==> src/rtl/mod_reg16_ser.sv <==
// Block register that captures one 128-bit AES state and hands it to the
// downstream single-entry byte FIFO one byte at a time, most-significant byte first.
module mod_reg16_ser #(
  parameter int NBYTES = 16,
  parameter int BW     = 8,
  localparam int CW    = $clog2(NBYTES),
  localparam int DW    = NBYTES * BW
) (
  input  logic          clk,
  input  logic          resetn,
  input  logic [DW-1:0] in_data,
  input  logic          in_valid,
  output logic          in_ready,
  input  logic          flush,
  input  logic          fifo_empty,
  output logic [BW-1:0] outp,
  output logic          empty,
  output logic [CW-1:0] byte_idx,
  output logic          done
);

  localparam int SW = $clog2(DW);
  localparam logic [CW-1:0] LAST = CW'(NBYTES - 1);

  typedef enum logic {IDLE, SEND} state_t;

  state_t        state, next_state;
  logic [DW-1:0] data;
  logic [CW-1:0] cnt;
  logic          load, xfer;
  logic [SW-1:0] shamt;
  logic [DW-1:0] shifted;

  // resetn is active-high despite its name
  always_ff @(posedge clk or posedge resetn) begin
    if (resetn) state <= IDLE;
    else        state <= next_state;
  end

  always_comb begin
    next_state = state;
    load       = 1'b0;
    xfer       = 1'b0;
    case (state)
      IDLE: begin
        if (!flush && in_valid) begin
          load       = 1'b1;
          next_state = SEND;
        end
      end
      SEND: begin
        xfer = fifo_empty && !flush;
        if (flush || (xfer && cnt == LAST)) next_state = IDLE;
      end
      default: next_state = IDLE;
    endcase
  end

  // flush wins over a simultaneous load or transfer
  always_ff @(posedge clk or posedge resetn) begin
    if (resetn) begin
      data <= '0;
      cnt  <= '0;
      done <= 1'b0;
    end else begin
      done <= 1'b0;
      if (flush) begin
        cnt <= '0;
      end else if (load) begin
        data <= in_data;
        cnt  <= '0;
      end else if (xfer) begin
        if (cnt == LAST) begin
          cnt  <= '0;
          done <= 1'b1;
        end else begin
          cnt <= cnt + 1'b1;
        end
      end
    end
  end

  assign shamt    = SW'(cnt) * SW'(BW);
  assign shifted  = data << shamt;
  assign outp     = shifted[DW-1 -: BW];
  assign empty    = (state != SEND);
  assign in_ready = (state == IDLE) && !resetn;
  assign byte_idx = cnt;

endmodule

==> config.mk <==
export PLATFORM = sky130hd
export DESIGN_NAME = mod_reg16_ser
export DESIGN_NICKNAME = d
export VERILOG_FILES = /design/src/rtl/mod_reg16_ser.sv
export SDC_FILE = /design/constraint.sdc
export NUM_CORES = 1
export LEC_CHECK = 0
export CELL_PAD_IN_SITES_DETAIL_PLACEMENT = 0
export CELL_PAD_IN_SITES_GLOBAL_PLACEMENT = 1
export CORE_ASPECT_RATIO = 0.5
export CORE_MARGIN = 2
export CORE_UTILIZATION = 46
export CTS_BUF_LIST = sky130_fd_sc_hd__clkbuf_2
export DETAILED_ROUTE_END_ITERATION = 10
export PLACE_DENSITY_LB_ADDON = 0.1
export SLEW_MARGIN = 20
export SYNTH_ARGS = -nofsm -noshare
export SYNTH_HDL_FRONTEND = slang
export SYNTH_SLANG_ARGS = --single-unit
==> constraint.sdc <==
create_clock -name clk -period 13.1 [get_ports clk]
set_input_delay 2.62 -clock clk [delete_from_list [all_inputs] [get_ports clk]]
set_output_delay 2.62 -clock clk [all_outputs]
set_load 0.02 [all_outputs]
**Word-level counts from Yosys, hierarchy flattened**

Index checks and enable logic that the tools add are counted.

- Shifts and indexed selects: 1
- Magnitude comparators: 0
- Muxes and demuxes: 13
- Eq/ne operators: 1
- $mul: 0
- Bitwise gates (word level): 2
- $add $sub $neg: 1
- Div/mod/pow operators: 0
- Reduce and logical (&&, ||, !) cells: 9

Operators with widths:

| operator | number |
|---|---|
| 128-bit by 7-bit left shift with 128-bit output | 1 |
| 4-bit two-way mux | 4 |
| 1-bit two-way mux | 8 |
| 4-bit by 1-bit adder with 4-bit output (second input constant) | 1 |
| 4-bit == test (second input constant) | 1 |
| 1-bit logical AND | 4 |
| 3-bit nonzero test | 1 |
| 1-bit logical NOT | 2 |
| 1-bit NOT | 2 |
| 1-bit case mux with 2 select lines | 1 |
| 2-bit AND reduction | 1 |
| 1-bit logical OR | 1 |

- Memory bits (read-only): 0
- Word-level logic and storage cells: 31
- Bits in registers: 134
- Memories kept: 0
- Memory bits (writable): 0
- Latch bits: 0
- Output and inout port bits: 15
- Input port bits: 133

**Logic depth before layout (Yosys ltp)**

Gate-level depths: netlist (run 1).

- Depth after elaboration: 6
- Mapped depth: 6
- Mapped depth without buffers: 4

**Worst setup path after synthesis (run 1)**

Ideal clock, no wire load.

- Path type: input-to-output
- Start: in resetn
- End: out in_ready
- Stages on the path: 1
- Buffers on the path: 0
- Arrival time: 2900 ps
- Data required time: 10480 ps
- Setup slack: 7580 ps
- Path through: nor2_1

- Word-level cells in the longest chain between the ends: 2

RTL lines:

| what | line | RTL |
|---|---|---|
| start: declaration | 10 | `input logic resetn,` |
| 1-bit logical NOT | 87 | `assign in_ready = (state == IDLE) && !resetn;` |
| 1-bit logical AND | 87 |  |
| end: declaration | 13 | `output logic in_ready,` |

Every way passes these cells.

**Final worst setup path (run 1)**

Same ends and word-level chain as after synthesis.

==> metrics.txt, run 1 <==
initial core utilization=46.6%; Static Leakage=between 3 and 4 nW; critical path startpoint category=input port; GRT met1 Usage=28.0%; Mapped Nets=roughly 530; M3 GR Usage=6.26%; status=finished, final reports clean; Ant. Diodes=0; min Tclk post-route=between 6 and 7 ns; Die Height=roughly 86 um; clk_lat worst skew=0.67 ns; Area growth syn-to-layout=28.1%; detailed-router iteration count before antenna repair=4; RSZ-0062 raised after global routing=no; PostCTS Resize Cnt=0; busiest grt layer=met2; placed insts=691; post-placement worst setup slack=between 6 and 7 ns; fin nets=approximately 670; final design utilization=about 60%; Post-Synth XOR/XNOR Area=less than 1%; simple logic cell fraction of the synthesized area=1.28%; critical path class=in -> out; arrival time worst endpoint=~3.8 ns; Power Dens Cells=130 nW/um^2; Post-CTS Setup Bufs=0; post-route cell area=~8000 sq um; routing usage on met2=between 20 and 30%; data required time at the worst endpoint=~10 ns; Max transition margin=between 30% and 40%; HP Class=reg -> reg; total power=around 1.0 mW; final hold slack=0.513 ns; synthesized instance count=slightly below 400; vias in the first global route=about 4000; largest net degree at the start of global routing=84; Filler Cells Inserted=roughly 1100; Area contributors post-synth=dfrtp_1, mux2_2, mux4_1, mux4_2, mux2i_1; worst-margin pin slew=1.03 ns; Final Cycle Share=about half; CTS tree=built; initial antenna violation count=0; DP HPWL=~9.4 mm; Die W=~170 um; DR DRC count=0; first-pass GRT wire length=21.5 mm; final setup vio count=0; syn avg cell area=around 16 sq um; mux contribution to synthesized area=between 30% and 40%; Synth top cells by count=dfrtp_1, mux2_2, mux2i_1; Via Count=between 3000 and 4000; area share of fa/ha/maj cells after synthesis=less than 1%; CTS root buffer=clkbuf_2; final worst slack=roughly 6.7 ns; clock skew=0.0267 ns; Core Rows=30; largest family of logic cells by synthesized area=multiplexers; I/O pins=148; Yosys cell types=31; Post-synth ARST share=100%; Routed WL=about 14 mm; Placer Congestion=0.709; die area=14600 sq um; I/O Buffers=around 150; post-route ant nets=0; Hold-fix buffers, CTS=0; top-area cell type share of the netlist area=roughly 54%; DR WL/cell=about 19 um; Primary FF master, synth=dfrtp_1; top-count cell post-synth=dfrtp_1; Synth Area in Compound Gates=about 3.6%; First DRT Iteration DRCs=approximately 200; Max rail drop VDD=just under 0.06 mV; max-cap violation count=0; Synth Register Bits=134; final hold vios=0; critical path cell sequence=clkdlybuf4s50_1 > nor2_1 > clkdlybuf4s50_1; CP most frequent cell=clkdlybuf4s50_1; Crit path largest cell delay=~0.60 ns; maximum clock frequency=0.155 GHz; placed inst area=slightly below 8000 sq um; Synth area leader=dfrtp_1; clock sink count=between 100 and 150; max-slew violation count=0; Syn Std Cell Area=between 6000 and 7000 sq um; Seq/Total Area, Yosys=about 54%; Via-to-Cell Ratio=5.32; total track usage=between 10% and 20%; number of enable flip-flop cells after synthesis=0; Non-Filler Instances=between 700 and 800; CTS Buf Count=17; CP max stage cell=clkdlybuf4s50_1; crit path capture type=primary output; share of layout cells above drive strength 1=32.2%; Syn. warnings=0; CTS Buffer Depth=2; clk slew on worst S/H paths=0.20 ns; setup TNS=0 ns; gr ovfl total=0; CTS H-tree depth=4; Core ar.=about 13000 sq um; crit-path max FO=2
==> state kept, by name (all words and copies together), names as in the netlist <==
signal and count:
state 1, done 1, data 128, byte_idx 4
==> report_power, final <==
part | switching [mW] | internal [mW]
registers | 0.0381 | 0.489
clock network | 0.162 | 0.148
logic | 0.0701 | 0.136
total | 0.270 | 0.772
==> critical path, delay by kind of cell <==
kind | cells | cell delay, ns
and+or+nand+nor | 1 | 0.12
buffers and inverters | 2 | 1.08
==> routing by layer <==
layer	share of wire, %	routed length, um
met4	1.3	184
met5	0	0
met1	48	6580
met2	45	6140
met3	6.0	830
==> final timing paths <==
kind                           from        to  slack, ns  depth (start not counted)
hold reg to reg            data[42]  data[42]       0.51                          1
min in group asynchronous    resetn   data[9]       2.47                          2
hold / removal             data[42]  data[42]       0.51                          1
setup / recovery             resetn  in_ready       6.65                          3
max in group asynchronous    resetn  data[56]       9.45                          3
setup reg to reg              state  data[68]      10.27                          4
==> logic make-up (layout without fill, tap and decap cells) <==
group / Yosys count / in the layout
muxes: 176 / 176
xor gates and xnor gates: 1 / 1
AOI/OAI and AO/OA: 32 / 32
adders and majority gates: 1 / 1
DFF: 134 / 134
and+or+nand+nor: 16 / 16
buffers and inverters: 32 / 187
==> area by class of cell <==
type / count / area, sq um / share of cell area (%)
Timing Repair Buffer: 150 / 1490 / 18.7
Clock buffer: 18 / 90.1 / 1.13
Multi-Input combinational cell: 226 / 2600 / 32.4
Inverter: 5 / 23.8 / 0.297
Tap cell: 176 / 220 / 2.75
Sequential cell: 134 / 3360 / 41.9
Clock inverter: 14 / 223 / 2.78
==> placed cells by master (no fill, tap or decap), types with 4 or more instances in the layout <==
cell,count
a32oi_1,9
nor2_1,7
o21ai_1,8
clkdlybuf4s50_1,147
dfrtp_1,132
inv_6,4
bufinv_16,5
mux2_2,124
mux2_1,4
clkbuf_2,18
mux4_2,12
a22oi_1,9
mux2i_1,24
mux4_1,12
Note: power is estimated with default switching activity, not from simulation.
==> run 2, diff against run 1 <==
--- a/config.mk
+++ b/config.mk
@@ -9,7 +9,7 @@
 export CELL_PAD_IN_SITES_GLOBAL_PLACEMENT = 1
 export CORE_ASPECT_RATIO = 0.5
 export CORE_MARGIN = 2
-export CORE_UTILIZATION = 46
+export CORE_UTILIZATION = 42
 export CTS_BUF_LIST = sky130_fd_sc_hd__clkbuf_2
 export DETAILED_ROUTE_END_ITERATION = 10
 export PLACE_DENSITY_LB_ADDON = 0.1
==> constraint.sdc (replaced) <==
create_clock -name clk -period 6.4 [get_ports clk]
set_input_delay 1.28 -clock clk [delete_from_list [all_inputs] [get_ports clk]]
set_output_delay 1.28 -clock clk [all_outputs]
set_load 0.02 [all_outputs]
==> run 2 against run 1 <==
  * Die area rose by 9.2%
  * Hold slack gained 0.0047 ns
  * Flip-flop and latch count unchanged
  * Sequential power is 110% higher
  * Final cell count rose by 3.0%
  * Non-clock buffer count unchanged
  * Routed wire length up 4.3%
  * Design area hardly changed
  * Highest routed layer is now met5
==> metrics.txt, run 2 (synthesis gave the netlist of run 1 again) <==
Via-to-Cell Ratio=5.20 (was 5.32); Routed WL=14.3 mm (was 13.7 mm); clk_lat worst skew=0.64 ns (was 0.67 ns); final design utilization=55.1% (was 59.7%); initial antenna violation count=1 (was 0); worst-margin pin slew=0.998 ns (was 1.03 ns); CTS tree=built (unchanged); post-route ant nets=0 (unchanged); max-slew violation count=0 (unchanged); crit-path max FO=30 (was 2); min Tclk post-route=4.70 ns; Core ar.=14500 sq um (was 13400 sq um); first-pass GRT wire length=22.3 mm (was 21.5 mm); PostCTS Resize Cnt=0 (unchanged); Largest register FFs=128 (unchanged); Hold-fix buffers, CTS=0 (unchanged); Filler Cells Inserted=1217 (was 1088); final worst slack=1.70 ns (was 6.65 ns); critical path startpoint category=register (was input port); Via Count=3877 (was 3844); clock skew=0.0327 ns (was 0.0267 ns); max-cap violation count=0 (unchanged); final hold vios=0 (unchanged); total track usage=18.7% (was 19.8%); detailed-router iteration count before antenna repair=4 (unchanged); Die W=176 um (was 169 um); setup TNS=0 ns (unchanged); Ant. Diodes=0 (unchanged); share of layout cells above drive strength 1=32.2% (unchanged); CTS Buf Count=17 (unchanged); RSZ-0062 raised after global routing=no (unchanged); Post-CTS Setup Bufs=0 (unchanged); DP HPWL=9.91 mm (was 9.36 mm); Max transition margin=33.5% (was 31.6%); Area growth syn-to-layout=28.1% (about the same); I/O pins=148 (unchanged); CTS Buffer Depth=2 (unchanged); crit path capture type=primary output (unchanged); vias in the first global route=4003 (was 3977); Final Cycle Share=roughly three quarters; total power=2.09 mW (was 1.04 mW); arrival time worst endpoint=3.42 ns (was 3.83 ns); gr ovfl total=0 (unchanged); DR WL/cell=19.2 um (was 19.0 um); Power Dens Cells=261 nW/um^2 (was 130 nW/um^2); initial core utilization=43.1% (was 46.6%); Max rail drop VDD=0.121 mV (was 0.0595 mV); most common cell after layout, fill and taps aside=clkdlybuf4s50_1 (unchanged); Static Leakage=3.11 nW (was 3.13 nW); post-placement worst setup slack=2.35 ns (was 6.65 ns); largest net degree at the start of global routing=89 (was 84); Core Rows=31 (was 30); data required time at the worst endpoint=5.12 ns (was 10.48 ns); DR DRC count=0 (unchanged); CTS H-tree depth=4 (unchanged); status=finished, final reports clean (unchanged); final setup vio count=0 (unchanged); Die Height=90.2 um (was 86.4 um); fin nets=668 (unchanged); First DRT Iteration DRCs=267 (was 198); maximum clock frequency=~0.21 GHz; HP Class=reg -> reg (unchanged); Placer Congestion=0.717 (was 0.709); clock sink count=134 (unchanged); final hold slack=0.518 ns (was 0.513 ns); die area=15900 sq um (was 14600 sq um); critical path class=reg -> out (was in -> out); largest register by flop count=data (unchanged); clk slew on worst S/H paths=0.22 ns (was 0.20 ns); CTS root buffer=clkbuf_2 (unchanged); commonest non-fill, non-tap cells in the layout=clkdlybuf4s50_1, dfrtp_1, mux2_2 (unchanged); I/O Buffers=147 (unchanged)
## run 2: changes by cell type in the layout (fill, tap and decap cells not counted)
cell,delta
bufinv_16,-2
inv_6,+2
inv_8,+2
clkinv_2,-1
clkinv_4,-1
dfrtp_2,-1
dfrtp_4,+1
## run 2: area by class of cell
cell class	instances	area, sq um	area share (%)
Timing Repair Buffer	150	1490	18.7
Clock inverter	14	189	2.36
Sequential cell	134	3360	42.0
Clock buffer	18	90.1	1.13
Inverter	5	23.8	0.297
Multi-Input combinational cell	226	2600	32.5
Tap cell	198	248	3.10
## run 2: metrics by stage
stage	instance area, sq um	cells
finish	8000	745
global route	8000	745
CTS	8000	745
floorplan	6250	392
global placement	7720	713
detailed placement	7720	713
## run 2: routing by layer
metal | vias to the layer above | part of all wire, % | track usage [%] | routed length (um)
li1 | 1775 | - | - | -
met1 | 1996 | 50 | 28.7 | 7230
met2 | 93 | 44 | 26.4 | 6240
met3 | 11 | 5.2 | 5.33 | 751
met4 | 2 | 0.64 | 3.31 | 91
met5 | - | 0.091 | 0 | 13
## run 2: where the power goes
group / internal (mW) / switching [mW] / total (mW)
combinational: 0.278 / 0.146 / 0.424
sequential: 1.00 / 0.0865 / 1.09
clock: 0.232 / 0.347 / 0.579
## run 2: critical path, stage by stage (launching register included)
cell and delay (ns):
dfrtp_2 1.00, nor2b_1 0.32, a22oi_1 0.45, mux2i_1 0.14, o21ai_1 0.20, clkdlybuf4s50_1 0.68
## run 2: path summary, 6_finish.rpt
path,startpoint,end,slack [ns],cells after the start
min in group asynchronous,resetn,done,1.14,2
setup / recovery,byte_idx[0],outp[0],1.70,5
max in group asynchronous,resetn,byte_idx[0],4.09,3
hold reg to reg,data[41],data[41],0.52,1
setup reg to reg,state,data[105],3.93,4
hold / removal,data[41],data[41],0.52,1
